==> src/rtl/conv_pkg.sv <==
// Shared constants for the convolution front end (window generator and muladd MAC).
// Latency: n/a (declarations only).
// Backpressure: n/a.
package conv_pkg;

    // Pixel width; matches the muladd operand width.
    localparam int DATA_W = 17;

    // Default image geometry.
    localparam int IMG_W_DEF = 28;
    localparam int IMG_H_DEF = 28;

    // Kernel edge length shared with muladd, and the resulting tap count.
    localparam int KSIZE = 3;
    localparam int NTAPS = KSIZE * KSIZE;

endpackage

==> src/rtl/conv_window_gen_if.sv <==
// Pixel-in / window-out bundle of conv_window_gen.
// Latency: n/a (wires only).
// Backpressure: none; the source streams pixels, the sink must take every window.
// Ports: en, pix_in, pix_valid (toward the generator); subimage0..8, win_valid,
// frame_done (from the generator). master = pixel source / window sink, slave = generator.
interface conv_window_gen_if import conv_pkg::*; #(
    parameter int DATA_W = conv_pkg::DATA_W
);
    logic              en;
    logic [DATA_W-1:0] pix_in;
    logic              pix_valid;

    logic [DATA_W-1:0] subimage0;
    logic [DATA_W-1:0] subimage1;
    logic [DATA_W-1:0] subimage2;
    logic [DATA_W-1:0] subimage3;
    logic [DATA_W-1:0] subimage4;
    logic [DATA_W-1:0] subimage5;
    logic [DATA_W-1:0] subimage6;
    logic [DATA_W-1:0] subimage7;
    logic [DATA_W-1:0] subimage8;
    logic              win_valid;
    logic              frame_done;

    modport master (
        output en, pix_in, pix_valid,
        input  subimage0, subimage1, subimage2, subimage3, subimage4,
               subimage5, subimage6, subimage7, subimage8,
               win_valid, frame_done
    );

    modport slave (
        input  en, pix_in, pix_valid,
        output subimage0, subimage1, subimage2, subimage3, subimage4,
               subimage5, subimage6, subimage7, subimage8,
               win_valid, frame_done
    );
endinterface

==> src/rtl/line_fifo.sv <==
// Fixed-length delay line: dout is the din value written DEPTH enabled cycles ago.
// Latency: DEPTH enabled cycles; dout is a combinational read of the slot about to be overwritten.
// Backpressure: none; en low freezes the pointer and contents.
// Ports: clk, rst (sync, active high, pointer only), en, din, dout.
module line_fifo import conv_pkg::*; #(
    parameter int DATA_W = conv_pkg::DATA_W,
    parameter int DEPTH  = IMG_W_DEF
) (
    input  logic              clk,
    input  logic              rst,
    input  logic              en,
    input  logic [DATA_W-1:0] din,
    output logic [DATA_W-1:0] dout
);
    localparam int PW = $clog2(DEPTH);
    localparam logic [PW-1:0] PTR_LAST = PW'(DEPTH - 1);

    logic [DATA_W-1:0] mem [DEPTH];
    logic [PW-1:0]     ptr;

    // Read-before-write on a single pointer: the slot under ptr holds the
    // oldest sample, which is exactly DEPTH writes old.
    assign dout = mem[ptr];

    always_ff @(posedge clk) begin
        if (rst) begin
            ptr <= '0;
        end else if (en) begin
            ptr <= (ptr == PTR_LAST) ? '0 : ptr + 1'b1;
        end
    end

    // Contents are never cleared; every slot is rewritten before it is used
    // in a valid window.
    always_ff @(posedge clk) begin
        if (en) begin
            mem[ptr] <= din;
        end
    end
endmodule

==> src/rtl/conv_window_gen.sv <==
// Streaming 3x3 window generator: raster pixels in, fully-inside 3x3 neighbourhoods out.
// Latency: 1 cycle from accepted pixel to window/win_valid.
// Backpressure: none; en low or pix_valid low stalls losslessly, sink must take every window.
// Ports: clk, rst (sync, active high, wins over en), bus (slave: en, pix_in, pix_valid in;
// subimage0..8, win_valid, frame_done out).
module conv_window_gen import conv_pkg::*; #(
    parameter int DATA_W = conv_pkg::DATA_W,
    parameter int IMG_W  = IMG_W_DEF,
    parameter int IMG_H  = IMG_H_DEF
) (
    input  logic             clk,
    input  logic             rst,
    conv_window_gen_if.slave bus
);
    localparam int CW = $clog2(IMG_W);
    localparam int RW = $clog2(IMG_H);
    localparam logic [CW-1:0] COL_LAST = CW'(IMG_W - 1);
    localparam logic [RW-1:0] ROW_LAST = RW'(IMG_H - 1);
    localparam logic [CW-1:0] COL_FIRST_WIN = CW'(KSIZE - 1);
    localparam logic [RW-1:0] ROW_FIRST_WIN = RW'(KSIZE - 1);

    // Position of the next pixel to be accepted.
    logic [CW-1:0] col;
    logic [RW-1:0] row;

    logic accept;
    logic in_window;
    logic last_pix;

    logic [DATA_W-1:0] lb0_out;
    logic [DATA_W-1:0] lb1_out;

    logic [DATA_W-1:0] win [KSIZE][KSIZE];
    logic              win_valid_q;
    logic              frame_done_q;

    assign accept    = bus.en && bus.pix_valid;
    // Windows that straddle a row boundary (col < 2) or reach above the
    // frame (row < 2) hold stale columns and are never flagged.
    assign in_window = (row >= ROW_FIRST_WIN) && (col >= COL_FIRST_WIN);
    assign last_pix  = (row == ROW_LAST) && (col == COL_LAST);

    // Chained line buffers: lb0 yields row r-1, lb1 yields row r-2, same column.
    line_fifo #(
        .DATA_W (DATA_W),
        .DEPTH  (IMG_W)
    ) u_lb0 (
        .clk  (clk),
        .rst  (rst),
        .en   (accept),
        .din  (bus.pix_in),
        .dout (lb0_out)
    );

    line_fifo #(
        .DATA_W (DATA_W),
        .DEPTH  (IMG_W)
    ) u_lb1 (
        .clk  (clk),
        .rst  (rst),
        .en   (accept),
        .din  (lb0_out),
        .dout (lb1_out)
    );

    always_ff @(posedge clk) begin
        if (rst) begin
            col <= '0;
            row <= '0;
        end else if (accept) begin
            if (col == COL_LAST) begin
                col <= '0;
                row <= (row == ROW_LAST) ? '0 : row + 1'b1;
            end else begin
                col <= col + 1'b1;
            end
        end
    end

    always_ff @(posedge clk) begin
        if (rst) begin
            for (int i = 0; i < KSIZE; i++) begin
                for (int j = 0; j < KSIZE; j++) begin
                    win[i][j] <= '0;
                end
            end
            win_valid_q  <= 1'b0;
            frame_done_q <= 1'b0;
        end else begin
            win_valid_q  <= accept && in_window;
            frame_done_q <= accept && last_pix;
            if (accept) begin
                // Shift one column left, then load the new right column
                // oldest row on top.
                for (int i = 0; i < KSIZE; i++) begin
                    for (int j = 0; j < KSIZE - 1; j++) begin
                        win[i][j] <= win[i][j+1];
                    end
                end
                win[0][KSIZE-1] <= lb1_out;
                win[1][KSIZE-1] <= lb0_out;
                win[2][KSIZE-1] <= bus.pix_in;
            end
        end
    end

    assign bus.subimage0  = win[0][0];
    assign bus.subimage1  = win[0][1];
    assign bus.subimage2  = win[0][2];
    assign bus.subimage3  = win[1][0];
    assign bus.subimage4  = win[1][1];
    assign bus.subimage5  = win[1][2];
    assign bus.subimage6  = win[2][0];
    assign bus.subimage7  = win[2][1];
    assign bus.subimage8  = win[2][2];
    assign bus.win_valid  = win_valid_q;
    assign bus.frame_done = frame_done_q;
endmodule

==> src/flat_wrapper.sv <==
// flat-port wrapper written by rule: the top's interface ports become plain ports
module conv_window_gen_flat import conv_pkg::*;
#(
    parameter int DATA_W = conv_pkg::DATA_W,
    parameter int IMG_W  = IMG_W_DEF,
    parameter int IMG_H  = IMG_H_DEF
)
  (clk, rst, bus_en, bus_pix_in, bus_pix_valid, bus_subimage0, bus_subimage1, bus_subimage2, bus_subimage3, bus_subimage4, bus_subimage5, bus_subimage6, bus_subimage7, bus_subimage8, bus_win_valid, bus_frame_done);
  conv_window_gen_if #(.DATA_W(DATA_W)) bus_i ();
  input  logic clk;
  input  logic rst;
  input wire logic [$bits(bus_i.en)-1:0] bus_en;
  input wire logic [$bits(bus_i.pix_in)-1:0] bus_pix_in;
  input wire logic [$bits(bus_i.pix_valid)-1:0] bus_pix_valid;
  output wire logic [$bits(bus_i.subimage0)-1:0] bus_subimage0;
  output wire logic [$bits(bus_i.subimage1)-1:0] bus_subimage1;
  output wire logic [$bits(bus_i.subimage2)-1:0] bus_subimage2;
  output wire logic [$bits(bus_i.subimage3)-1:0] bus_subimage3;
  output wire logic [$bits(bus_i.subimage4)-1:0] bus_subimage4;
  output wire logic [$bits(bus_i.subimage5)-1:0] bus_subimage5;
  output wire logic [$bits(bus_i.subimage6)-1:0] bus_subimage6;
  output wire logic [$bits(bus_i.subimage7)-1:0] bus_subimage7;
  output wire logic [$bits(bus_i.subimage8)-1:0] bus_subimage8;
  output wire logic [$bits(bus_i.win_valid)-1:0] bus_win_valid;
  output wire logic [$bits(bus_i.frame_done)-1:0] bus_frame_done;
  assign bus_i.en = bus_en;
  assign bus_i.pix_in = bus_pix_in;
  assign bus_i.pix_valid = bus_pix_valid;
  assign bus_subimage0 = bus_i.subimage0;
  assign bus_subimage1 = bus_i.subimage1;
  assign bus_subimage2 = bus_i.subimage2;
  assign bus_subimage3 = bus_i.subimage3;
  assign bus_subimage4 = bus_i.subimage4;
  assign bus_subimage5 = bus_i.subimage5;
  assign bus_subimage6 = bus_i.subimage6;
  assign bus_subimage7 = bus_i.subimage7;
  assign bus_subimage8 = bus_i.subimage8;
  assign bus_win_valid = bus_i.win_valid;
  assign bus_frame_done = bus_i.frame_done;
  conv_window_gen #(.DATA_W(DATA_W), .IMG_W(IMG_W), .IMG_H(IMG_H)) u_core (.clk(clk), .rst(rst), .bus(bus_i));
endmodule
==> config.mk <==
export PLATFORM = sky130hd
export DESIGN_NAME = conv_window_gen_flat
export DESIGN_NICKNAME = d
export VERILOG_FILES = /design/src/rtl/conv_pkg.sv /design/src/rtl/conv_window_gen_if.sv /design/src/rtl/line_fifo.sv /design/src/rtl/conv_window_gen.sv /design/src/flat_wrapper.sv
export SDC_FILE = /design/constraint.sdc
export NUM_CORES = 1
export LEC_CHECK = 0
export BUFFER_PORTS_ARGS = -buffer_cell sky130_fd_sc_hd__buf_2
export CORE_ASPECT_RATIO = 1.75
export CORE_MARGIN = 8
export CORE_UTILIZATION = 60
export CTS_CLUSTER_SIZE = 40
export DETAILED_ROUTE_END_ITERATION = 16
export PLACE_DENSITY = 0.76
export REMOVE_ABC_BUFFERS = 1
export SYNTH_ARGS = -nofsm -noshare
export SYNTH_HDL_FRONTEND = slang
export SYNTH_HIERARCHICAL = 1
export SYNTH_SLANG_ARGS = --single-unit
==> constraint.sdc <==
create_clock -name clk -period 3.3 [get_ports clk]
set_input_delay 0.33 -clock clk [delete_from_list [all_inputs] [get_ports clk]]
set_output_delay 0.33 -clock clk [all_outputs]
set_load 0.02 [all_outputs]
==> out/summary.md, run 1 <==
## Status
* **result of the run** finished clean

## Routing
* **average vias per placed instance** 6.257
* **Pre-Repair DR Iteration Count** 7
* **wire per inst** 29.56 µm
* **drc violations** 0
* **remaining antenna violation count after routing** 0
* **Via Count** 22740
* **Iter 0 DRT Violations** 2221
* **Routed Wire Length** 107400 µm

## Floorplan
* **die width** 221.6 µm
* **Total Die Area** 0.08329 mm²
* **row cnt** 132
* **effective utilization at floorplan** 60.27%
* **overall die height** 375.8 µm
* **I/O Pins** 176
* **standard cell core area** 0.07366 mm²

## Placed design
* **Port Buffer Count** 175
* **pre-CTS setup slack** 0.3763 ns
* **Post-DP HPWL** 70150 µm
* **routability congestion estimate** 0.9446
* **Post-Place Cell Area** 0.04666 mm²

## Critical path
* **last element of the critical path** u_core/win[0][56]$_SDFFCE_PN0P_
* **Startpoint Class** register
* **WP data required** 3.73 ns
* **Max FO, Critical Path** 43
* **Worst R2R End** u_core/win[0][56]$_SDFFCE_PN0P_
* **arrival time of data at the critical path endpoint** 3.36 ns
* **Worst Setup End Kind** register
* **worst-case reg-to-reg path depth** 7
* **Register-to-Register Setup Slack** 0.36 ns
* **critical path class** register to register

## Global route
* **Most Crowded Layer GR** met2
* **GRT met3 Usage** 4.237%
* **overall fraction of global-route tracks in use** 25.64%
* **GR Util met1** 24.68%
* **global-route wire length before repair** 155500 µm
* **met2 Use GR** 48.90%
* **vias in the first global route** 23830
* **number of antenna violations at the first check in global routing** 1
* **overall overflow remaining after global route** 0
* **largest net degree at the start of global routing** 68

## Timing
* **final critical-path share of the clock period** 88.95%
* **Worst Skew** 0.02814 ns
* **final hold slack** 0.04482 ns
* **number of hold violations in the final report** 0
* **post-layout min period** 2.935 ns
* **setup violation total in the final timing report** 0
* **Max Fclk** 340.7 MHz
* **setup repair after global routing missed its margin** false
* **remaining max-slew budget at the tightest pin** 43.05%
* **actual transition at the worst max-transition pin** 0.8543 ns
* **number of slew-limit violations in the final report** 0
* **worst setup margin** 0.3646 ns

## Synthesis
* **total number of yosys warnings** 6
* **synthesized instance count** 2338
* **top_reg_cell synth** sky130_fd_sc_hd__edfxtp_1
* **Yosys reg bits** 1137
* **number of synthesized flops with an enable pin** 1105
* **Post-Synthesis Mean Instance Area** 18.99 µm²
* **async set-or-reset flop fraction in the synthesized netlist** 0%
* **number of distinct library cells after synthesis** 55
* **proportion of synthesized chip area in sequential cells** 76.19%
* **netlist area before placement** 0.04439 mm²

## Cells and area
* **final std cell area, no fill** 0.04993 mm²
* **Layout Nets** 2652
* **post-synthesis to final-layout area growth** 12.47%
* **share of cells above drive strength 1** 21.78%
* **Filler Cells Inserted** 4667
* **FF+latch area** 0.03384 mm²
* **area of the multi-input gates** 0.009633 mm²

## CTS
* **clock tree from TritonCTS** built
* **H-tree Lvls** 3
* **post-CTS setup buffer count** 0
* **maximum clock insertion buffer count** 3
* **CTS root buffer** sky130_fd_sc_hd__clkbuf_16
* **Post-CTS Resized** 0
* **clock network latency to the later pin of the worst-skew pair** 0.67 ns
* **cts-stage hold buffer count** 0
* **clock slew at the register clock pins of the worst setup and hold paths** 0.07 ns
* **number of buffers inserted during clock tree synthesis** 93
* **sinks on the clock net** 1137

## Worst hold path
* **worst min-delay path class** input pin to register

## Power
* **Cell Pwr Density** 590.8 mW/mm²
* **VDD IR max** 0.0005135 V
* **leakage dissipation** 16.44 nW
* **Total Power Consumption** 29.50 mW

## Flow run
* **max-cap viol count** 0

[synth_stat cells (4+ instances only)]
master	count	share of area (%)
sky130_fd_sc_hd__edfxtp_1	1105	75
sky130_fd_sc_hd__mux2i_1	251	5.7
sky130_fd_sc_hd__and2_1	217	3.1
sky130_fd_sc_hd__nand2_1	110	0.93
sky130_fd_sc_hd__mux4_2	96	4.9
sky130_fd_sc_hd__a22oi_1	56	0.95
sky130_fd_sc_hd__a21oi_1	46	0.52
sky130_fd_sc_hd__nand4_1	40	0.56
sky130_fd_sc_hd__nand3_1	39	0.44
sky130_fd_sc_hd__dfxtp_1	32	1.4
sky130_fd_sc_hd__o22ai_1	32	0.45
sky130_fd_sc_hd__buf_6	26	0.66
sky130_fd_sc_hd__nor2_1	26	0.22
sky130_fd_sc_hd__buf_4	22	0.37
sky130_fd_sc_hd__clkbuf_1	21	0.18
sky130_fd_sc_hd__buf_2	20	0.23
sky130_fd_sc_hd__mux4_1	18	1.1
sky130_fd_sc_hd__a211oi_2	14	0.39
sky130_fd_sc_hd__ha_1	14	0.39
sky130_fd_sc_hd__nand2b_1	14	0.20
sky130_fd_sc_hd__buf_12	12	0.54
sky130_fd_sc_hd__buf_1	10	0.085
sky130_fd_sc_hd__a21boi_0	8	0.14
sky130_fd_sc_hd__a221oi_2	8	0.27
sky130_fd_sc_hd__inv_1	8	0.068
sky130_fd_sc_hd__nor3_1	8	0.090
sky130_fd_sc_hd__o21ai_1	8	0.090
sky130_fd_sc_hd__o221ai_1	8	0.16
sky130_fd_sc_hd__xor2_1	8	0.16
sky130_fd_sc_hd__and2b_1	6	0.10
sky130_fd_sc_hd__nor2_2	6	0.085
sky130_fd_sc_hd__nor2b_1	6	0.085
sky130_fd_sc_hd__nor3b_1	5	0.085
sky130_fd_sc_hd__clkbuf_2	4	0.045
[sequential cells by signal, indices dropped and copies added (netlist names), named ones only]
register               cells
u_core/bus.frame_done      1
u_core/bus.win_valid       1
u_core/col                 5
u_core/row                 5
u_core/u_lb0/mem         476
u_core/u_lb0/ptr           5
u_core/u_lb1/mem         476
u_core/u_lb1/ptr           5
u_core/win               153
[metrics by stage]
stage / utilization (%) / std cells / setup TNS [ns]
CTS: 67.78 / 3633 / 0
floorplan: - / 2220 / -1196.13
finish: 67.78 / 3634 / 0
detailed placement: 63.34 / 3460 / 0
global placement: 63.34 / 3460 / 0
global route: 67.78 / 3633 / 0
[cells in the final DEF, fill, tap and decap left out, drive strengths merged, types with 2 or more instances in the layout]
master,Yosys,layout
xor2,8,8
nor3b,5,5
xnor2,3,3
a22oi,56,56
o22ai,32,32
a211oi,17,17
dfxtp,32,32
bufinv,0,16
ha,14,14
o221ai,8,8
a21boi,8,8
o21ai,9,9
nand3b,3,3
mux4,114,114
mux2i,251,251
a221oi,8,8
a21oi,46,46
buf,93,302
nor2b,7,7
clkbuf,25,109
or2,2,2
nand2b,14,14
and2b,6,6
and4b,3,3
and2,218,218
nor2,34,34
nand3,40,40
nand2,110,110
edfxtp,1105,1105
nand4,40,40
inv,8,10
clkinvlp,0,13
clkinv,0,33
a21o,3,3
nor3,8,8
[cells by family after synthesis]
logic type	Yosys count	synth area share (%)
AOI/OAI and AO/OA	192	3.168
xor gates and xnor gates	11	0.2170
adders and majority gates	14	0.3946
buffers and inverters	126	2.274
DFF	1137	76.19
muxes	365	11.59
and+or+nand+nor	493	6.164
[cell type report]
class,count,area share [%]
sequential,1137,67.78
multi-input combinational,1075,19.29
clock buffer,109,5.012
timing repair buffer,302,3.965
tap,938,2.351
clock inverter,64,1.536
inverter,8,0.06014
antenna,1,0.005012
[worst min-delay path by stage]
stage | start | endpoint | slack, ns | depth (start not counted)
2_1_floorplan | rst | u_core/row[2]$_SDFFE_PP0P_ | 0.40 | 1
4_1_cts | rst | u_core/col[4]$_SDFFE_PP0P_ | 0.01 | 2
3_3_place_gp | u_core/row[4]$_SDFFE_PP0P_ | u_core/row[4]$_SDFFE_PP0P_ | 0.49 | 2
5_1_grt | rst | u_core/col[4]$_SDFFE_PP0P_ | 0.04 | 2
3_5_place_dp | u_core/row[4]$_SDFFE_PP0P_ | u_core/row[4]$_SDFFE_PP0P_ | 0.52 | 2
6_report | rst | u_core/col[4]$_SDFFE_PP0P_ | 0.04 | 2
[per-layer routing]
layer	share of wire, %	vias to the layer above	routed length, µm
met2	56	1011	59640
li1	-	9799	-
met4	7.8	0	8338
met3	5.5	352	5892
met1	31	11580	33540
met5	0	-	0
[worst max-delay path: stages (launching register included)]
cell,delay (ns)
sky130_fd_sc_hd__dfxtp_4,0.88
sky130_fd_sc_hd__buf_12,0.37
sky130_fd_sc_hd__mux2i_1,0.25
sky130_fd_sc_hd__a22oi_1,0.12
sky130_fd_sc_hd__nand3_1,0.27
sky130_fd_sc_hd__nand4_1,0.25
sky130_fd_sc_hd__buf_4,0.31
sky130_fd_sc_hd__and2_1,0.17
[power by group]
part           internal [mW]  switching [mW]  leakage, nW
sequential              16.1           0.120         10.4
clock                   6.71            5.01         1.56
combinational          0.499            1.04         4.43
(Power assumes the default switching activity.)
==> inputs of run 2 (changes only) <==
--- a/config.mk
+++ b/config.mk
@@ -12,7 +12,6 @@
 export CTS_CLUSTER_SIZE = 40
 export DETAILED_ROUTE_END_ITERATION = 16
 export PLACE_DENSITY = 0.76
-export REMOVE_ABC_BUFFERS = 1
 export SYNTH_ARGS = -nofsm -noshare
 export SYNTH_HDL_FRONTEND = slang
 export SYNTH_HIERARCHICAL = 1
==> run 2 against run 1 <==
Sequential power barely moved; clock-buffer cell count is 19 higher; wire length shrank 3.8%; clock skew shrank 0.00057 ns; highest routed layer unchanged.
==> out/summary.md, run 2 (synthesis gave the netlist of run 1 again) <==
## Floorplan
* **overall die height** 375.8 µm, unchanged
* **effective utilization at floorplan** 60.27%, unchanged
* **I/O Pins** 176, unchanged
* **Total Die Area** 0.08329 mm², unchanged
* **row cnt** 132, unchanged
* **die width** 221.6 µm, unchanged
* **standard cell core area** 0.07366 mm², unchanged

## CTS
* **cts-stage hold buffer count** 1, +1
* **number of buffers inserted during clock tree synthesis** 94, +1.1%
* **H-tree Lvls** 3, unchanged
* **clock network latency to the later pin of the worst-skew pair** 0.69 ns, +0.02 ns
* **maximum clock insertion buffer count** 3, unchanged
* **sinks on the clock net** 1137, unchanged
* **clock tree from TritonCTS** built
* **post-CTS setup buffer count** 0, unchanged
* **CTS root buffer** sky130_fd_sc_hd__clkbuf_16
* **Post-CTS Resized** 0, unchanged
* **clock slew at the register clock pins of the worst setup and hold paths** 0.07 ns, about the same

## Global route
* **overall overflow remaining after global route** 0, unchanged
* **overall fraction of global-route tracks in use** 24.65%, -0.99 points
* **GR Util met1** 25.79%, +1.1 points
* **vias in the first global route** 23270, -2.4%
* **GRT met3 Usage** 3.573%, -0.66 points
* **global-route wire length before repair** 151200 µm, -2.8%
* **number of antenna violations at the first check in global routing** 1, unchanged
* **Most Crowded Layer GR** met2
* **met2 Use GR** 45.83%, -3.1 points
* **largest net degree at the start of global routing** 104, +53%

## Worst hold path
* **start point of the worst min-delay path** rst
* **cell count of the worst hold path** 2, unchanged
* **worst min-delay path class** input pin to register
* **destination of the worst hold path** u_core/col[4]$_SDFFE_PP0P_

## Critical path
* **critical path's most frequent cell** sky130_fd_sc_hd__nand4_1
* **WP data required** 3.85 ns, +0.12 ns
* **Crit path buffers/inverters** 1, -1
* **Max FO, Critical Path** 36, -16%
* **Register-to-Register Setup Slack** 0.26 ns, -0.10 ns
* **biggest cell delay along the critical path** 0.79 ns, -0.09 ns
* **cell chain of the critical path** and2b_1 > a22oi_1 > nand4_1 > nand4_1 > buf_4 > and2_1
* **worst-case reg-to-reg path depth** 6, -1
* **Critical Path Slowest Stage Cell** sky130_fd_sc_hd__dfxtp_4
* **arrival time of data at the critical path endpoint** 3.59 ns, +0.23 ns
* **Worst R2R End** u_core/win[0][66]$_SDFFCE_PN0P_
* **Startpoint Class** register
* **cell type group with the largest total delay on the critical path** simple AND/OR/NAND/NOR gates
* **critical path class** register to register
* **Worst Setup End Kind** register

## Placed design
* **pre-CTS setup slack** 0.3159 ns, -0.06046 ns
* **Post-DP HPWL** 68680 µm, -2.1%
* **Port Buffer Count** 175, unchanged
* **placed insts** 3439, -0.61%
* **routability congestion estimate** 0.8828, -6.5%

## Routing
* **remaining antenna violation count after routing** 0, unchanged
* **wire per inst** 28.55 µm, -3.4%
* **drc violations** 0, unchanged
* **Via Count** 22450, -1.3%
* **Iter 0 DRT Violations** 2020, -9.0%
* **average vias per placed instance** 6.205, -0.84%
* **Pre-Repair DR Iteration Count** 5, -2
* **Routed Wire Length** 103300 µm, -3.8%

## Cells and area
* **most frequent cells in the layout** sky130_fd_sc_hd__edfxtp_1 (1105), sky130_fd_sc_hd__mux2i_1 (251), sky130_fd_sc_hd__and2_1 (217), sky130_fd_sc_hd__buf_2 (175), sky130_fd_sc_hd__nand2_1 (110)
* **most common library cell in the layout ignoring fill and taps** sky130_fd_sc_hd__edfxtp_1
* **FF+latch area** 0.03384 mm², unchanged
* **post-synthesis to final-layout area growth** 12.08%
* **Final Instance Count excl. Fillers** 3618, -0.44%
* **Filler Cells Inserted** 4618, -1.0%
* **Layout Nets** 2633, -0.72%
* **number of diodes** 0, -1
* **share of cells above drive strength 1** 21.16%, -0.62 points
* **area of the multi-input gates** 0.009633 mm², unchanged
* **leading registers by flop count** u_core/u_lb0/mem: 476 flops, u_core/u_lb1/mem: 476 flops, u_core/win: 153 flops

## Status
* **result of the run** finished clean

## Timing
* **Sum Neg Setup Slack** 0 ns, unchanged
* **final hold slack** 0.05486 ns, +0.01004 ns
* **worst setup margin** 0.2613 ns, -0.1033 ns
* **Max Fclk** 329.1 MHz, -3.4%
* **actual transition at the worst max-transition pin** 1.114 ns, +0.2601 ns
* **post-layout min period** 3.039 ns, +0.1033 ns
* **number of hold violations in the final report** 0, unchanged
* **number of slew-limit violations in the final report** 0, unchanged
* **setup repair after global routing missed its margin** false
* **remaining max-slew budget at the tightest pin** 25.47%, -18 points
* **final critical-path share of the clock period** 92.08%, +3.1 points
* **Worst Skew** 0.02757 ns, -0.0005707 ns
* **setup violation total in the final timing report** 0, unchanged

## Power
* **Total Power Consumption** 29.38 mW, -0.40%
* **Cell Pwr Density** 590.4 mW/mm², about the same
* **leakage dissipation** 16.37 nW, -0.42%
* **VDD IR max** 0.0007718 V, +50%

## Synthesis
* **Post-Syn Nets** 2373

## Flow run
* **max-cap viol count** 0, unchanged

==> run 2: layout make-up <==
cell class                 instances  area share [%]
inverter                           8         0.06035
multi-input combinational       1075           19.36
clock inverter                    50           1.303
timing repair buffer             282           3.681
sequential                      1137           68.01
clock buffer                     128           5.228
tap                              938           2.359
==> run 2: metal layers <==
metal	wire length [µm]	part of all wire, %
met5	0	0
met3	5369	5.2
met1	34120	33
met4	7119	6.9
met2	56690	55
==> run 2: power breakdown <==
part           switching, mW  total, mW  internal (mW)  leakage [nW]
clock                   5.02       11.6           6.62          1.59
combinational           1.02       1.50          0.477          4.33
sequential             0.125       16.2           16.1          10.4
==> run 2: how the worst max path moves through the flow <==
stage / from / to / slack, ns / cells past startpoint
global placement: register / u_core/win[0][66]$_SDFFCE_PN0P_ / 0.38 / 6
floorplan: bus_en / u_core/win[0][0]$_SDFFCE_PN0P_ / 0.41 / 3
global route: register / u_core/win[0][59]$_SDFFCE_PN0P_ / 0.12 / 5
finish: register / u_core/win[0][66]$_SDFFCE_PN0P_ / 0.26 / 6
detailed placement: register / u_core/win[0][66]$_SDFFCE_PN0P_ / 0.32 / 6
CTS: register / u_core/win[0][66]$_SDFFCE_PN0P_ / 0.28 / 6
==> run 2: worst reg2reg max path, stage by stage (launching register included) <==
cell	delay, ns
sky130_fd_sc_hd__dfxtp_4	0.79
sky130_fd_sc_hd__and2b_1	0.55
sky130_fd_sc_hd__a22oi_1	0.30
sky130_fd_sc_hd__nand4_1	0.45
sky130_fd_sc_hd__nand4_1	0.31
sky130_fd_sc_hd__buf_4	0.33
sky130_fd_sc_hd__and2_1	0.18
==> run 2: per-stage QoR <==
step / utilization, % / cell area, µm²
3_5_place_dp: 63.13 / 46500
2_1_floorplan: - / 44390
4_1_cts: 67.55 / 49760
5_1_grt: 67.55 / 49760
6_report: 67.55 / 49760
3_3_place_gp: 63.13 / 46500
